**src/rtl/vector_mul_simple.sv**
```systemverilog
// Combinational signed DATA_W x DATA_W multiplier: radix-4 Booth partial products,
// a 3:2 carry-save reduction tree and one final carry-propagate adder.
module vector_mul_simple #(
  parameter int unsigned DATA_W = 32
) (
  input  logic                  clk_i,
  input  logic                  rst_i,
  input  logic                  in_valid_i,
  input  logic [DATA_W-1:0]     in_a_i,
  input  logic [DATA_W-1:0]     in_b_i,
  output logic                  out_valid_o,
  output logic [2*DATA_W-1:0]   out_result_o
);

  localparam int unsigned PW     = 2 * DATA_W;
  localparam int unsigned NPP    = DATA_W / 2 + 1;
  localparam int unsigned LEVELS = 8;

  logic [PW-1:0]     a_ext;
  logic [DATA_W+2:0] b_ext;
  logic [PW-1:0]     pp [NPP];
  logic [PW-1:0]     sum_row;
  logic [PW-1:0]     carry_row;
  logic [PW-1:0]     product;

  assign a_ext = {{DATA_W{in_a_i[DATA_W-1]}}, in_a_i};
  // Implicit zero below bit 0 and two sign bits above so every Booth group is in range.
  assign b_ext = {in_b_i[DATA_W-1], in_b_i[DATA_W-1], in_b_i, 1'b0};

  always_comb begin
    logic [PW-1:0] mult;
    for (int unsigned i = 0; i < NPP; i++) begin
      mult = '0;
      case (b_ext[2*i +: 3])
        3'b001, 3'b010: mult = a_ext;
        3'b011:         mult = a_ext << 1;
        3'b100:         mult = -(a_ext << 1);
        3'b101, 3'b110: mult = -a_ext;
        default:        mult = '0;
      endcase
      pp[i] = mult << (2 * i);
    end
  end

  // Wallace-style levels: each level compresses complete triples, passes leftovers through.
  always_comb begin
    logic [PW-1:0] rows [NPP];
    logic [PW-1:0] nxt  [NPP];
    int unsigned   cnt;
    int unsigned   ncnt;
    rows = pp;
    nxt  = pp;
    cnt  = NPP;
    ncnt = 0;
    for (int unsigned lvl = 0; lvl < LEVELS; lvl++) begin
      if (cnt > 2) begin
        for (int unsigned k = 0; k < NPP; k++) nxt[k] = '0;
        ncnt = 0;
        for (int unsigned g = 0; g < NPP / 3; g++) begin
          if (3 * g + 2 < cnt) begin
            nxt[ncnt]     = rows[3*g] ^ rows[3*g+1] ^ rows[3*g+2];
            nxt[ncnt + 1] = ((rows[3*g] & rows[3*g+1]) |
                             (rows[3*g] & rows[3*g+2]) |
                             (rows[3*g+1] & rows[3*g+2])) << 1;
            ncnt = ncnt + 2;
          end
        end
        for (int unsigned k = 0; k < NPP; k++) begin
          if (k >= (cnt / 3) * 3 && k < cnt) begin
            nxt[ncnt] = rows[k];
            ncnt = ncnt + 1;
          end
        end
        rows = nxt;
        cnt  = ncnt;
      end
    end
    sum_row   = rows[0];
    carry_row = rows[1];
  end

  assign product = sum_row + carry_row;

  always_comb begin
    out_valid_o  = in_valid_i & ~rst_i;
    out_result_o = out_valid_o ? product : '0;
  end

  assert property (@(posedge clk_i) !(rst_i && out_valid_o));

endmodule

```
**config.mk**
```make
export PLATFORM = sky130hd
export DESIGN_NAME = vector_mul_simple
export DESIGN_NICKNAME = d
export VERILOG_FILES = /design/src/rtl/vector_mul_simple.sv
export SDC_FILE = /design/constraint.sdc
export NUM_CORES = 2
export LEC_CHECK = 0
export CAP_MARGIN = 20
export CORE_MARGIN = 3
export CORE_UTILIZATION = 38
export DETAILED_ROUTE_END_ITERATION = 8
export GPL_ROUTABILITY_DRIVEN = 1
export SYNTH_ARGS = -nofsm -noshare
export SYNTH_HDL_FRONTEND = slang
export SYNTH_SLANG_ARGS = --single-unit
```
**constraint.sdc**
```tcl
create_clock -name vclk -period 13.25
set_clock_uncertainty 0.05 [all_clocks]
set_input_delay 1.325 -clock vclk [all_inputs]
set_output_delay 1.325 -clock vclk [all_outputs]
set_load 0.005 [all_outputs]
```
## Word-level counts from Yosys, hierarchy flattened

Cells that the tools add are included.

- Flip-flop bits (word level): 0
- Bits in latches: 0
- Bits in writable memories: 0
- ROM bits: 0
- Bits of input ports: 67
- Output and inout port bits: 65
- Logic and storage cells: 259
- Memories kept: 0

- Add/subtract/negate cells: 3
- $mul: 0
- Divide/modulo/power cells: 0
- Magnitude comparators: 0
- Eq/ne operators: 99
- Shift operators: 0
- Muxes and demuxes: 18
- Bitwise operators: 107
- Reductions and logical operators: 32

Operator list:

| cell | count |
|---|---|
| $and A63 B63 Y63 | 45 |
| $xor A64 B64 Y64 | 30 |
| $or A63 B63 Y63 | 30 |
| $pmux W62 S4 | 1 |
| $pmux W60 S4 | 1 |
| $pmux W58 S4 | 1 |
| $pmux W56 S4 | 1 |
| $pmux W54 S4 | 1 |
| $pmux W52 S4 | 1 |
| $pmux W50 S4 | 1 |
| $pmux W48 S4 | 1 |
| $pmux W64 S3 | 1 |
| $pmux W46 S4 | 1 |
| $pmux W44 S4 | 1 |
| $pmux W42 S4 | 1 |
| $pmux W40 S4 | 1 |
| $pmux W38 S4 | 1 |
| $eq A3 B3 Y1 const B | 48 |
| $pmux W36 S4 | 1 |
| $pmux W34 S4 | 1 |
| $neg A64 Y64 | 2 |
| $pmux W32 S4 | 1 |
| $eq A3 B2 Y1 const B | 32 |
| $add A64 B64 Y64 | 1 |
| 7 further kinds | 54 |

## Depth between registers and ports, before layout

- Word-level depth: 23
- Gate-level depth with buffers: 37
- Mapped depth without buffers: 33

## Least setup slack after synthesis

No wires, ideal clock.

- Path type: in2out
- Start: input in_a_i[0]
- End: output out_result_o[51]
- Arrival: 9823 ps
- Data required time: 11875 ps
- Slack: 2052 ps
- Stages on the path: 34
- Buffers on the path: 5
- Cells stage by stage: inv_1 clkbuf_1 buf_1 ha_1 nor2b_1 nand4_1 or3_1 clkbuf_1 or3_1 clkbuf_1 xnor2_1 clkbuf_1 o21ai_0 a22oi_1 a21oi_1 fa_1 inv_1 fa_1 fa_1 fa_1 fa_1 fa_1 inv_1 ha_1 a211oi_1 o21ai_0 a221oi_1 nor2b_1 a211oi_1 a211oi_1 o41ai_1 o21ai_0 xnor2_1 nor2_1

- Longest elaborated chain between the ends: 22
- Elaborated cells on any way between the ends: 126
- Those cells by class: 3 x add/sub; 18 x mux; 105 x bitwise

RTL lines:

| element | RTL line | RTL |
|---|---|---|
| start: declaration | 9 | `input logic [DATA_W-1:0] in_a_i,` |
| $neg A64 Y64 (on tied branches) | 38, 37 |  |
| $pmux W62 S4, or another cell as far along | 34 | `case (b_ext[2*i +: 3])` |
| $and A63 B63 Y63 (on tied branches) | 62, 63 |  |
| $or A63 B63 Y63 | 62 | `nxt[ncnt + 1] = ((rows[3*g] & rows[3*g+1]) \|` |
| $or A63 B63 Y63 | 63 | `(rows[3*g] & rows[3*g+2]) \|` |
| $and A63 B63 Y63 | 62 |  |
| $or A63 B63 Y63 | 62 |  |
| $or A63 B63 Y63 | 63 |  |
| (+6 left out) | -- |  |
| $and A63 B63 Y63 | 62 |  |
| $or A63 B63 Y63 | 62 |  |
| $or A63 B63 Y63 | 63 |  |
| $and A63 B63 Y63 | 62 |  |
| $or A63 B63 Y63 | 62 |  |
| $or A63 B63 Y63 | 63 |  |
| $add A64 B64 Y64 * | 82 | `assign product = sum_row + carry_row;` |
| $mux W64 * | 86 | `out_result_o = out_valid_o ? product : '0;` |
| end: declaration | 12 | `output logic [2*DATA_W-1:0] out_result_o` |

Mark *: on every way between the ends. The rest lies on a longest branch, timed or not.

## Worst setup path after layout

- Start: input in_a_i[3]
- End: output out_result_o[57]

The elaborated chain is that of the path after synthesis.

==> run_results.csv <==
group,metric,value,unit
clocking,ctsHoldBuffers,0,
timing,slew_violations,0,
grt,grt_pass1_wl,321,mm
die,fp.dieH,340,microns
timing,rsz0062_at_grt,"true",
die,io_pins,132,
drt,vias,47865,
worst_hold_path,holdCritPathClass,"in2out",
drt,wl,220,mm
timing,period_share,98.3,%
finish,regArea,0,sq um
worst_setup_path,cp.arrival,11.65,ns
place,place_inst,7162,
worst_setup_path,critPathMaxStageDelay,0.74,ns
place,place_ws,0.0571,ns
drt,wl_per_cell,30.7,microns
finish,nNetsFinal,6558,
place,io_buffer_count,131,
synthesis,ys_seq_area_share,0,%
timing,max-slew-margin-rel,22.3,%
grt,grt_max_degree,84,
drt,via_per_inst,6.68,
timing,clock.fmax,76.8,MHz
synthesis,synth_top_cells_by_area,"fa_1, nand2_1, a221oi_1, inv_1, o21ai_0",
clocking,post_cts_buffers,0,
grt,antenna_found_initial,6,
grt,gr-usage-all-layers,36.8,%
timing,report.final.hold_viol_count,0,
grt,grt_pass1_vias,44765,
timing,tightest_slew,1.16,ns
finish,syn_to_final_growth,7.29,%
timing,period_needed,13.03,ns
finish,n_clock_buffer,0,
synthesis,yosys_warnings,0,
die,die_w,340,microns
synthesis,synthMostInstantiatedCell,"nand2_1",
synthesis,synth_top_area_cell,"fa_1",
die,rows,121,
synthesis,syn_area,0.0425,sq mm
worst_setup_path,cp-endpoint,"out_result_o[57]",
finish,final_area,0.0456,sq mm
synthesis,synthCells,5879,
drt,ant_nets,0,
worst_setup_path,critPathCaptureType,"primary output",
synthesis,avgSynthCellArea,7.22,sq um
finish,utilization,41.4,%
worst_setup_path,startpoint,"in_a_i[3]",
synthesis,synth_cell_types,80,
finish,fillers,11518,
worst_setup_path,worstSetupStartpointType,"input pin",
drt,drc,0,
timing,setup_viol,0,
finish,drive_gt1_share,8.44,%
place,place.detailed.hpwl,169,mm
outcome,status,"finished clean",
worst_setup_path,crit_top_cell,"fa_1",
die,die_area,0.116,sq mm
place,gp_congestion,1.02,
place,postPlaceCellArea,0.0455,sq mm
die,start_util,38.6,%
synthesis,syn-num-nets,6746,
worst_setup_path,cp_slowest_cell,"fa_1",
die,core,0.110,sq mm
worst_setup_path,crit_path_max_fanout,13,
drt,first_pass_iters,7,
worst_setup_path,critPathRequiredTime,11.88,ns
finish,seq_cells,0,
synthesis,synthTopCellsByCount,"nand2_1, inv_1, fa_1",
job,max-cap-violations,0,
timing,setup_ws,0.223,ns
drt,drtIter0Drc,8344,
worst_setup_path,crit_type,"in2out",
synthesis,yosysTopAreaCellShare,30.0,%
grt,grt-ovfl-total,0,
finish,final_cell_count_no_fill,7166,
-- cells in the final DEF, fill, tap and decap left out, drive strengths merged, types with 12 or more instances in the layout --
cell type and n:
o31ai 32, buf 361, xnor2 214, a22o 13
a211oi 33, a221o 52, o32ai 12, nand2b 27
xor2 98, and2 23, ha 164, a311oi 44
mux2i 87, or2 12, fa 636, a32oi 16
a21boi 17, a22oi 129, o22ai 91, nor2 441
a21o 48, o221ai 27, o311ai 29, a31oi 109
nand3 34, o211ai 26, or3 15, mux2 25
nand2 709, nor3 73, o21a 19, inv 666
a221oi 293, clkdlybuf4s50 76, a21oi 448, a31o 14
o21ai 464
-- what timing repair did --
item,4_1_cts,5_1_grt
endpoints found under the setup margin,1,13
hold endpoints to repair,0,0
cloned,0,0
gates resized for setup,1,14
-- stage by stage --
stage	hold slack, ns	TNS, ns
5_1_grt	3.87	-0.0469
2_1_floorplan	2.73	0
3_5_place_dp	3.83	0
6_report	3.83	0
4_1_cts	3.84	0
3_3_place_gp	3.83	0
-- worst max-delay path: cells and delay by family --
family | cells | cell delay (ns)
adder cells (fa/ha/maj) | 7 | 3.46
AND/OR/NAND/NOR | 11 | 3.43
AO/OA/AOI/OAI | 7 | 1.81
buffers and inverters | 6 | 1.36
XOR/XNOR | 1 | 0.23
-- cells by family (layout without fill, tap and decap cells) --
kind of cell	after synthesis	in the layout	share of synthesized area [%]
AOI/OAI and AO/OA	1967	1967	30.8
and+or+nand+nor	1379	1379	13.3
buffers and inverters	1305	1115	11.6
adders and majority gates	800	800	34.8
xor gates and xnor gates	315	315	6.60
muxes	113	113	2.81
other	0	1	0
-- per-layer routing --
metal / part of all wire [%] / track usage [%] / vias up
li1: - / - / 19959
met2: 41 / 53.7 / 4002
met5: 0.017 / 0 / -
met1: 37 / 48.0 / 23062
met3: 15 / 12.8 / 836
met4: 6.9 / 18.8 / 6
-- how the worst min path moves through the flow --
stage / from / endpoint / cells after the start
floorplan: in_a_i[0] / out_result_o[0] / 1
global placement: in_a_i[0] / out_result_o[0] / 4
detailed placement: in_a_i[0] / out_result_o[0] / 4
CTS: in_a_i[0] / out_result_o[0] / 4
global route: in_a_i[0] / out_result_o[0] / 4
finish: in_a_i[0] / out_result_o[0] / 4
-- area by class of cell --
type	count	area, sq um	area share, %
Tap cell	1476	1850	4.05
Antenna cell	1	2.50	0.00549
Timing Repair Buffer	438	3420	7.50
Inverter	677	2540	5.59
Multi-Input combinational cell	4574	37700	82.9
Power is not shown: default switching activity piles up to over one toggle a cycle in this logic, so the estimate is an artifact.
